### src/rtl/collapsering_harvester.sv
// collapsering_harvester: sequences the collapsing-ring oscillator (start,
// trims, clkmux), counts synchronized ring edges over a fixed window, reduces
// each trial to its edge-count parity and packs the bits into words offered
// on a valid/ready interface.
// Optional feature macro: RANDSACK_VON_NEUMANN_EN (von Neumann debiasing of
// trial-bit pairs). Default build shifts every trial bit in raw.
module collapsering_harvester #(
    parameter int TRIM_BITS     = 28,
    parameter int WORD_BITS     = 32,
    parameter int IDLE_CYCLES   = 16,
    parameter int WINDOW_CYCLES = 64
) (
    input  logic                 clk,
    input  logic                 rst_n,
    input  logic                 enable,
    input  logic [TRIM_BITS-1:0] trim_a_cfg,
    input  logic [TRIM_BITS-1:0] trim_b_cfg,
    input  logic [2:0]           clkmux_cfg,
    output logic                 ring_start,
    output logic [TRIM_BITS-1:0] ring_trim_a,
    output logic [TRIM_BITS-1:0] ring_trim_b,
    output logic [2:0]           ring_clkmux,
    input  logic                 ring_clk,
    output logic [WORD_BITS-1:0] rnd_data,
    output logic                 rnd_valid,
    input  logic                 rnd_ready,
    output logic [15:0]          last_count,
    output logic                 busy
);

    localparam int CNT_W = $clog2(WORD_BITS + 1);
    localparam logic [31:0]      ARM_LAST    = 32'(IDLE_CYCLES - 1);
    localparam logic [31:0]      RUN_LAST    = 32'(WINDOW_CYCLES - 1);
    localparam logic [31:0]      SETTLE_LAST = 32'd2;
    localparam logic [CNT_W-1:0] LAST_BIT    = CNT_W'(WORD_BITS - 1);

    typedef enum logic [2:0] {
        S_IDLE, S_ARM, S_RUN, S_SETTLE, S_COLLECT, S_OUTPUT
    } state_t;

    state_t             state, next_state;
    logic [31:0]        timer;
    logic               sync1, sync2, sync3;
    logic               ring_edge;
    logic [15:0]        edge_cnt;
    logic [WORD_BITS-1:0] shreg;
    logic [CNT_W-1:0]   bit_cnt;
    logic               trial_bit;
    logic               keep;
    logic               kept_bit;
    logic               word_done;
    logic               abort;

    assign ring_edge = sync2 & ~sync3;
    assign trial_bit = edge_cnt[0];
    assign word_done = keep && (bit_cnt == LAST_BIT);
    assign abort     = !enable && (state == S_ARM || state == S_RUN || state == S_SETTLE);
    assign rnd_data  = shreg;
    assign busy      = (state != S_IDLE);

`ifdef RANDSACK_VON_NEUMANN_EN
    logic have_first, first_bit;

    // Pair 10 keeps 1 and pair 01 keeps 0, so the kept bit is always the first.
    assign keep     = have_first && (first_bit != trial_bit);
    assign kept_bit = first_bit;

    // Holds the first bit of the pending pair; an abort throws it away.
    always_ff @(posedge clk) begin
        if (!rst_n || abort) begin
            have_first <= 1'b0;
            first_bit  <= 1'b0;
        end else if (state == S_COLLECT) begin
            have_first <= ~have_first;
            if (!have_first) first_bit <= trial_bit;
        end
    end
`else
    assign keep     = 1'b1;
    assign kept_bit = trial_bit;
`endif

    // Next-state decode for the trial sequencer.
    always_comb begin
        next_state = state;
        case (state)
            S_IDLE:    if (enable) next_state = S_ARM;
            S_ARM:     if (!enable) next_state = S_IDLE;
                       else if (timer == ARM_LAST) next_state = S_RUN;
            S_RUN:     if (!enable) next_state = S_IDLE;
                       else if (timer == RUN_LAST) next_state = S_SETTLE;
            S_SETTLE:  if (!enable) next_state = S_IDLE;
                       else if (timer == SETTLE_LAST) next_state = S_COLLECT;
            S_COLLECT: if (word_done) next_state = S_OUTPUT;
                       else next_state = enable ? S_ARM : S_IDLE;
            S_OUTPUT:  if (rnd_ready) next_state = enable ? S_ARM : S_IDLE;
            default:   next_state = S_IDLE;
        endcase
    end

    // State register and per-state cycle timer (restarts on every transition).
    always_ff @(posedge clk) begin
        if (!rst_n) begin
            state <= S_IDLE;
            timer <= '0;
        end else begin
            state <= next_state;
            timer <= (next_state != state) ? '0 : timer + 32'd1;
        end
    end

    // Ring clock synchronizer and saturating edge counter.
    always_ff @(posedge clk) begin
        if (!rst_n) begin
            sync1    <= 1'b0;
            sync2    <= 1'b0;
            sync3    <= 1'b0;
            edge_cnt <= '0;
        end else begin
            sync1 <= ring_clk;
            sync2 <= sync1;
            sync3 <= sync2;
            if (state == S_ARM)
                edge_cnt <= '0;
            else if ((state == S_RUN || state == S_SETTLE) && ring_edge && edge_cnt != '1)
                edge_cnt <= edge_cnt + 16'd1;
        end
    end

    // Registered ring controls, bit packing and output handshake.
    always_ff @(posedge clk) begin
        if (!rst_n) begin
            ring_start  <= 1'b0;
            rnd_valid   <= 1'b0;
            ring_trim_a <= '0;
            ring_trim_b <= '0;
            ring_clkmux <= '0;
            shreg       <= '0;
            bit_cnt     <= '0;
            last_count  <= '0;
        end else begin
            ring_start <= (next_state == S_RUN);
            rnd_valid  <= (next_state == S_OUTPUT);
            if (next_state == S_ARM && state != S_ARM) begin
                ring_trim_a <= trim_a_cfg;
                ring_trim_b <= trim_b_cfg;
                ring_clkmux <= clkmux_cfg;
            end
            if (abort) begin
                shreg   <= '0;
                bit_cnt <= '0;
            end else if (state == S_COLLECT) begin
                last_count <= edge_cnt;
                if (keep) begin
                    shreg   <= (shreg << 1) | WORD_BITS'(kept_bit);
                    bit_cnt <= bit_cnt + 1'b1;
                end
            end else if (state == S_OUTPUT && rnd_ready) begin
                bit_cnt <= '0;
            end
        end
    end

endmodule

### config.mk
export PLATFORM = sky130hd
export DESIGN_NAME = collapsering_harvester
export DESIGN_NICKNAME = d
export VERILOG_FILES = /design/src/rtl/collapsering_harvester.sv
export SDC_FILE = /design/constraint.sdc
export NUM_CORES = 1
export LEC_CHECK = 0
export BUFFER_PORTS_ARGS = -buffer_cell sky130_fd_sc_hd__buf_2
export CAP_MARGIN = 15
export CORE_MARGIN = 10
export CORE_UTILIZATION = 39
export DETAILED_ROUTE_END_ITERATION = 10
export PLACE_DENSITY_LB_ADDON = 0.15
export RECOVER_POWER = 25
export SYNTH_ARGS = -nofsm -noshare
export SYNTH_HDL_FRONTEND = slang
export SYNTH_SLANG_ARGS = --single-unit
export TNS_END_PERCENT = 5
### constraint.sdc
create_clock -name clk -period 2.3 [get_ports clk]
set_input_delay 0.46 -clock clk [delete_from_list [all_inputs] [get_ports clk]]
set_output_delay 0.46 -clock clk [all_outputs]
set_load 0.01 [all_outputs]
# Word level (Yosys, flattened, before mapping)
# Index checks and enable logic that the tools add are counted.
[totals]
regBits = 169
output_inout_bits = 110
word_cells = 66
[op_classes]
n_addsub = 3
n_eq_ne = 15
muxes = 13
bitwise_logic = 5
n_reduce_logical = 16
[ops]
columns = ["op", "n"]
rows = [
  ["32-bit by 1-bit adder with 32-bit output (second input constant)", 1],
  ["32-bit by 2-bit equality test with 1-bit output (second input constant)", 1],
  ["32-bit by 4-bit equality test with 1-bit output (second input constant)", 1],
  ["32-bit by 6-bit equality test with 1-bit output (second input constant)", 1],
  ["32-bit by 1-bit bitwise OR with 32-bit output", 1],
  ["3-bit two-way mux", 9],
  ["3-bit case mux with 6 select lines", 1],
  ["16-bit by 1-bit adder with 16-bit output (second input constant)", 1],
  ["16-bit != test (second input constant)", 1],
  ["6-bit two-way mux", 2],
  ["3-bit by 2-bit equality test with 1-bit output (second input constant)", 3],
  ["3-bit equality test (second input constant)", 3],
  ["6-bit by 1-bit adder with 6-bit output (second input constant)", 1],
  ["3-bit by 1-bit equality test with 1-bit output (second input constant)", 2],
  ["6-bit by 5-bit equality test with 1-bit output (second input constant)", 1],
  ["2-bit OR reduction", 3],
  ["1-bit logical AND", 5],
  ["3-bit zero test", 1],
  ["1-bit logical OR", 3],
  ["3-bit by 1-bit != test with 1-bit output (second input constant)", 1],
  ["3-bit != test", 1],
  ["1-bit inverter", 3],
  ["3-bit nonzero test", 1],
  ["2-bit AND reduction", 1],
  ["4 further kinds", 4],
]

# Longest topological paths before layout
# Gate-level depths: netlist of run 1.
[depth]
word_depth = 6
depth_mapped = 9
depth_no_buf = 8

# Least setup slack after synthesis of run 1
# Ideal clock, no wire load.
[synth_timing]
kind = "register to register"
start = "reg timer[12]"
end = "reg timer[26]"
setup_time_ns = 0.115
t_arrival_ns = 2.097
t_required_ns = 2.185
path_slack_ns = 0.087
stages_incl_launch_ff = 8
path_buffers = 1
synth_period_minus_slack_ns = 2.213
cell_sequence = "dfxtp_1 -> nor4_1 -> nand4_1 -> or4_4 -> o211ai_2 -> mux2i_2 -> buf_6 -> nor2_2"
[synth_between]
elab_chain_cells = 6
elab_cells_between_ends = 13
cone_classes = "add/sub (1); eq/ne (4); mux (7); reduce/logical (1)"
[synth_rtl]
columns = ["item", "line_no", "text"]
rows = [
  ["start, declared", "42", "logic [31:0] timer;"],
  ["start signal, assigned", "108", "timer <= (next_state != state) ? '0 : timer + 32'd1;"],
  ["32-bit by 2-bit equality test with 1-bit output (tied with other cells)", "93", "else if (timer == SETTLE_LAST) next_state = S_COLLECT;"],
  ["3-bit two-way mux, on equally long branches", "93, 89, 91", ""],
  ["3-bit two-way mux, on equally long branches", "92, 88, 90", ""],
  ["3-bit case mux with 6 select lines", "86", "case (state)"],
  ["3-bit != test", "108", ""],
  ["2-bit OR reduction (no line)", "-", ""],
]
# Several ways; a longest one is shown, not always the timed one.
# A chain may end at the register's enable or synchronous reset.

# Worst setup path in the final report of run 1
[layout_timing]
start = "reg timer[1]"
end = "reg timer[11]"
# The elaborated chain is that of the path after synthesis.

==> results of run 1 <==
-- worst reg2reg max path: stages, from the launching register on --
cell,delay [ps]
dfxtp_2,370
ha_4,150
nand2_1,60
or2_4,250
or4_4,560
o211ai_4,120
mux2i_4,280
buf_12,150
clkbuf_16,150
nor2_2,40
-- cells by family after synthesis --
group / after synthesis
xor gates and xnor gates: 45
adders and majority gates: 4
buffers and inverters: 52
DFF: 169
and+or+nand+nor: 400
AOI/OAI and AO/OA: 131
muxes: 2
-- metal layers --
layer	track usage, %	vias to the layer above	wire length [um]
li1	-	3011	-
met1	17.7	2617	7520
met2	22.0	129	7780
met3	6.68	16	1640
met4	4.81	0	223
met5	0	-	0
-- sequential cells by signal, indices dropped and copies added, names as in the netlist --
name	count
rnd_valid	1
bit_cnt	6
sync3	1
edge_cnt	16
ring_start	1
state	3
ring_clkmux	3
ring_trim_b	28
sync1	1
last_count	16
rnd_data	32
ring_trim_a	28
sync2	1
timer	32
-- final timing paths --
check,startpoint,endpoint
worst max register to register,timer[1]$_SDFF_PP0_,timer[11]$_SDFF_PP0_
worst min-delay path,trim_a_cfg[15],ring_trim_a[15]$_SDFFE_PN0P_
worst max-delay path,timer[1]$_SDFF_PP0_,timer[11]$_SDFF_PP0_
worst min register to register,sync1$_SDFF_PN0_,sync2$_SDFF_PN0_
-- cell type report --
cell class,instances,area [um^2],area share [%]
flip-flops and latches,169,3390,39.1
repair buffers,209,1130,13.0
inverters,5,18.8,0.217
multi-input cells,582,3260,37.6
clock inverters,13,136,1.57
well taps,225,282,3.25
clock buffers,19,453,5.23
-- power by group through the flow --
stage	logic [mW]	registers (mW)	clock network (mW)
after floorplan	0.177	3.11	0
after global placement	0.393	3.08	0
after detailed placement	0.393	3.08	0
after CTS	0.394	3.02	2.91
after global routing	0.440	3.03	3.05
final	0.396	3.02	2.82
-- through the flow --
stage / total power, mW / std cells
after global routing: 6.51 / 1222
after CTS: 6.32 / 1219
after global placement: 3.47 / 1187
after detailed placement: 3.48 / 1187
final: 6.23 / 1222
after floorplan: 3.29 / 803
-- layout by cell type (no fill, tap or decap), types with 2 or more instances in the layout --
master	count
nor2_1	46
inv_6	2
nor3b_1	2
nand4_1	14
buf_2	106
nor4_1	6
nor4_2	4
inv_8	3
clkbuf_1	68
buf_12	5
xnor2_1	17
nand2b_1	2
nor4_4	2
nor3_1	8
inv_1	5
and4_1	5
nand2_1	237
dfxtp_2	3
a21oi_1	41
clkinv_4	4
clkbuf_16	18
a21boi_0	76
o21ai_1	2
nand4b_1	2
dfxtp_1	166
nor2b_1	6
nor2_2	20
and3_1	11
o21ai_0	2
ha_1	2
clkbuf_8	2
clkinvlp_4	2
and2_1	4
buf_4	27
nand3_1	20
xor2_1	28
-- what timing repair did --
action	CTS	global route
setup buffers	0	1
endpoints found under the setup margin	3	56
gates resized for setup	1	22
cloned	0	2
pin swaps	0	4
==> out/qor.yml, run 1 <==
status:
  status: "finished clean"
power_and_ir_drop:
  ir_worst_vdd_v: 0.000511
  power.density_nw_per_um2: 719
  p_sw_share_pct: 24.0
  p_sw_mw: 1.50
  combPwrFrac_pct: 6.3
  pwr-share-clk_pct: 45.2
  intPower_mw: 4.74
  pwr-share-seq_pct: 48.5
  leakage_nw: 3.30
floorplanning:
  pin_count: 174
  core_area_um2: 17100
  fp.dieW_um: 151
  start_util_pct: 39.4
  die_y_um: 151
  die_area_um2: 22900
  num_rows: 48
worst_setup_path:
  r2r_slack_ps: 60
  crit_slowest_cell: "or4_4"
  criticalPathCategory: "flip-flop to flip-flop"
  worst-path-stages: 9
  required_ps: 2620
  worstPathCellList: "ha_4, nand2_1, or2_4, or4_4, o211ai_4, mux2i_4, buf_12, clkbuf_16, nor2_2"
  crit_family: "simple AND/OR/NAND/NOR gates"
  ff2ff_path_depth: 9
  cp.arrival_ps: 2550
  cp.buffers_inverters: 2
  start_kind: "flip-flop"
  slowest_delay_ps: 560
  path_max_fanout: 6
  end_kind: "flip-flop"
timing:
  relSlewSlack_pct: 26.7
  setup_violations: 0
  maxSlewViolCount: 0
  fin_skew_ps: 12.8
  max_freq_ghz: 0.447
  fin_setup_tns_ps: 0
  hold_ws_ps: 279
  min_period_ps: 2240
  worstMarginPinSlew_ps: 1100
  setup_slack_ps: 64.4
  min_period_over_period_pct: 97.2
  hold_viol_final: 0
global_routing:
  track_usage_pct: 14.5
  grt_first_pass_wirelength_mm: 26.8
  antenna_found_initial: 0
  grt_max_degree: 60
  grt_pass1_vias: 5484
  overflow: 0
synth:
  ys.flop_type: "dfxtp_1"
  yosysTopAreaCell: "dfxtp_1"
  synthCells: 803
  syn-num-nets: 871
  synth_top_family_by_area: "simple AND/OR/NAND/NOR gates"
  synth.most_common_cell: "nand2_1"
  synthesis.area_um2: 6740
  synth_compound_area_share_pct: 13.0
  yosysUniqueCellTypes: 47
  async_flop_share_pct: 0
  synth-simple-area-share_pct: 26.7
  synth_warnings: 0
  synthTopCellsByArea: "dfxtp_1 (50%), nand2_1 (13%), a21boi_0 (8.5%)"
  yosys.area_share.adder_pct: 0.742
  yosys-top-cells-count: "nand2_1 (238), dfxtp_1 (169), a21boi_0 (76)"
  ys_seq_area_share_pct: 50.2
  avgSynthCellArea_um2: 8.40
  synth-edff-count: 0
  synth_top_area_share_pct: 50.2
  synthXorXnorAreaFrac_pct: 5.85
  ys_ff_latch: 169
  synth_mux_area_share_pct: 0.353
placement:
  pre_cts_slack_ps: 25.7
  place_area_um2: 8000
  gp_congestion: 0.752
  io_buffer_count: 173
  dp_hpwl_mm: 12.0
flow_run:
  drv_cap: 0
route:
  wl_per_cell_um: 14.0
  dr.pass1.iters: 5
  vias: 5773
  drt_iter0_markers: 293
  drt_wl_total_mm: 17.2
  drc: 0
  antenna_left: 0
  routed_via_density: 4.72
clocking:
  hold_buffers: 0
  clk_pin_slew_worst_paths_ps: 70
  cts_made_buffers: 17
  clock-sinks: 169
  cts_tree: "built"
  cts_max_path_buffers: 2
  root_buffer: "clkbuf_16"
  clk_latency_ps: 430
  htree_levels: 4
cells_and_area:
  area_growth_syn_to_layout_pct: 28.6
  final_area_um2: 8670
  final_layout_size_suffix_gt1_share_pct: 21.7
  nNetsFinal: 1052
  antenna_cells: 0
  utilization_pct: 50.6
  nFillCells: 1730
hold_path:
  holdPathStages: 3
  hp-class: "input pin to flip-flop"
(Power assumes the default switching activity.)
==> inputs of run 2 (changes only) <==
- RECOVER_POWER: 25 -> default
- REMOVE_ABC_BUFFERS: default -> 1
==> run 2 against run 1 <==
Sequential share of layout area down 0.44 points. Flip-flop and latch count unchanged. Final area up 1.1%. Clock-buffer cell count unchanged. Critical path depth down 1. Critical path type unchanged.
==> out/qor.yml, run 2 (synthesis results as in run 1) <==
cells_and_area:
  regArea_um2: 3390  # about the same
  final_area_um2: 8760  # was 8670 um^2
  final_layout_size_suffix_gt1_share_pct: 28.3  # was 21.7%
  nNetsFinal: 1054  # was 1,052
  multi_input_area_um2: 3220  # was 3260 um^2
  area_growth_syn_to_layout_pct: 30.0  # was 28.6%
  final_common_cell: "nand2_1"  # unchanged
  most-common-layout-cells: "nand2_1 (238), buf_2 (173), dfxtp_1 (167), a21boi_0 (76), nor2_1 (46)"  # was nand2_1 (237), dfxtp_1 (166), buf_2 (106), a21boi_0 (76), clkbuf_1 (68)
  nFillCells: 1675  # was 1,730
  instances_no_fill: 1224  # was 1,222
floorplanning:
  num_rows: 48  # unchanged
  die_area_um2: 22900  # unchanged
  core_area_um2: 17100  # unchanged
  die_y_um: 151  # unchanged
  pin_count: 174  # unchanged
  start_util_pct: 39.4  # unchanged
  fp.dieW_um: 151  # unchanged
status:
  status: "finished clean"  # unchanged
global_routing:
  track_usage_pct: 14.7  # was 14.5%
  overflow: 0  # unchanged
  antenna_found_initial: 0  # unchanged
  grt_max_degree: 67  # was 60
  grt_pass1_vias: 5464  # was 5,484
  grt_first_pass_wirelength_mm: 27.2  # was 26.8 mm
timing:
  max_freq_ghz: 0.444  # was 0.447 GHz
  min_period_over_period_pct: 97.9  # was 97.2%
  maxSlewViolCount: 0  # unchanged
  min_period_ps: 2250  # was 2240 ps
  hold_viol_final: 0  # unchanged
  fin_setup_tns_ps: 0  # unchanged
  fin_skew_ps: 7.67  # was 12.8 ps
  worstMarginPinSlew_ps: 563  # was 1100 ps
  setup_violations: 0  # unchanged
  relSlewSlack_pct: 62.5  # was 26.7%
  rsz0062_at_grt: "yes"
power_and_ir_drop:
  power_mw: 6.32  # was 6.23 mW
  intPower_mw: 4.85  # was 4.74 mW
  combPwrFrac_pct: 6.6  # was 6.3%
  pwr-share-seq_pct: 47.8  # was 48.5%
  pwr-share-clk_pct: 45.6  # was 45.2%
  ir_worst_vdd_v: 0.000514  # was 0.000511 V
  leakage_nw: 3.60  # was 3.30 nW
  power.density_nw_per_um2: 721  # was 719 nW/um^2
  p_sw_share_pct: 23.2  # was 24.0%
  p_sw_mw: 1.47  # was 1.50 mW
placement:
  place_area_um2: 8000  # about the same
  placed_cells: 1185  # was 1,187
  dp_hpwl_mm: 11.8  # was 12.0 mm
  io_buffer_count: 173  # unchanged
  gp_congestion: 0.810  # was 0.752
worst_setup_path:
  start_kind: "flip-flop"  # unchanged
  worstPathCellList: "nor4_2, nand2_1, or4_4, o211ai_2, mux2i_4, buf_4, clkbuf_16, nor2_2"  # was ha_4, nand2_1, or2_4, or4_4, o211ai_4, mux2i_4, buf_12, clkbuf_16, nor2_2
  criticalPathCategory: "flip-flop to flip-flop"  # unchanged
  r2r_slack_ps: 50  # was 60 ps
  slowest_delay_ps: 540  # was 560 ps
  cp.arrival_ps: 2570  # was 2550 ps
  end_kind: "flip-flop"  # unchanged
  path_max_fanout: 8  # was 6
  crit_slowest_cell: "or4_4"  # unchanged
  required_ps: 2620  # about the same
hold_path:
  hp-class: "input pin to flip-flop"  # unchanged
route:
  routed_via_density: 4.70  # was 4.72
  vias: 5758  # was 5,773
  wl_per_cell_um: 14.0  # about the same
  dr.pass1.iters: 6  # was 5
  drt_wl_total_mm: 17.2  # about the same
  antenna_left: 0  # unchanged
  drt_iter0_markers: 264  # was 293
  drc: 0  # unchanged
clocking:
  root_buffer: "clkbuf_16"  # unchanged
  htree_levels: 4  # unchanged
  clk_latency_ps: 430  # about the same
  clk_pin_slew_worst_paths_ps: 70  # about the same
  cts_max_path_buffers: 2  # unchanged
  cts_made_buffers: 17  # unchanged
  clock-sinks: 169  # unchanged
  cts_tree: "built"  # unchanged
  hold_buffers: 0  # unchanged
flow_run:
  drv_cap: 0  # unchanged
run 2: cell types whose count changed in the layout (fill, tap and decap cells not counted), sizes merged:
cell / before / now
buf: 139 / 208
bufinv: 1 / 2
diode: 0 / 1
clkinv: 5 / 3
clkbuf: 89 / 22
run 2: final timing paths:
path | startpoint | depth (start not counted) | endpoint
worst max register to register | timer[19]$_SDFF_PP0_ | 8 | timer[4]$_SDFF_PP0_
worst min register to register | sync1$_SDFF_PN0_ | 1 | sync2$_SDFF_PN0_
worst max-delay path | timer[19]$_SDFF_PP0_ | 8 | timer[4]$_SDFF_PP0_
worst min-delay path | ring_clk | 2 | sync1$_SDFF_PN0_
run 2: power by group through the flow:
stage / logic (mW) / registers (mW) / clock network (mW)
floorplan: 0.149 / 3.11 / 0
global placement: 0.394 / 3.08 / 0
detailed placement: 0.393 / 3.08 / 0
CTS: 0.394 / 3.02 / 2.96
global route: 0.464 / 3.02 / 3.09
finish: 0.417 / 3.02 / 2.88
run 2: per-layer routing:
layer  up-vias  track usage [%]  part of all wire, %
li1       3031                -                    -
met1      2571             17.8                   44
met2       131             23.4                   46
met3        25             5.38                  8.0
met4         0             5.68                  1.8
met5         -                0                    0
run 2: stage by stage:
step	setup slack, ps	hold WS [ps]	util, %
after floorplan	-3270	412	-
after global routing	-48.0	240	51.2
final	48.9	240	51.2
after global placement	71.6	415	46.7
after detailed placement	31.5	420	46.7
after CTS	29.9	225	50.2
run 2: worst max-delay path, delay by kind of cell (launching register included):
kind	cells	cell delay, ps
flip-flops	1	340
multiplexers	1	290
AND/OR/NAND/NOR	4	1100
AO/OA/AOI/OAI	1	120
buffers and inverters	2	300
run 2: cell type report:
cell class                 instances  share of cell area (%)
antenna                            1                  0.0286
clock buffer                      19                    5.17
clock inverter                    12                    1.60
inverter                           5                   0.214
multi-input combinational        582                    36.8
sequential                       169                    38.6
tap                              225                    3.21
timing repair buffer             211                    14.3
run 2: repair_timing:
item	in CTS	in global routing
setup buffers	0	3
setup endpoints to repair	0	32
endpoints found under the hold margin	0	0
gates resized for setup	0	14
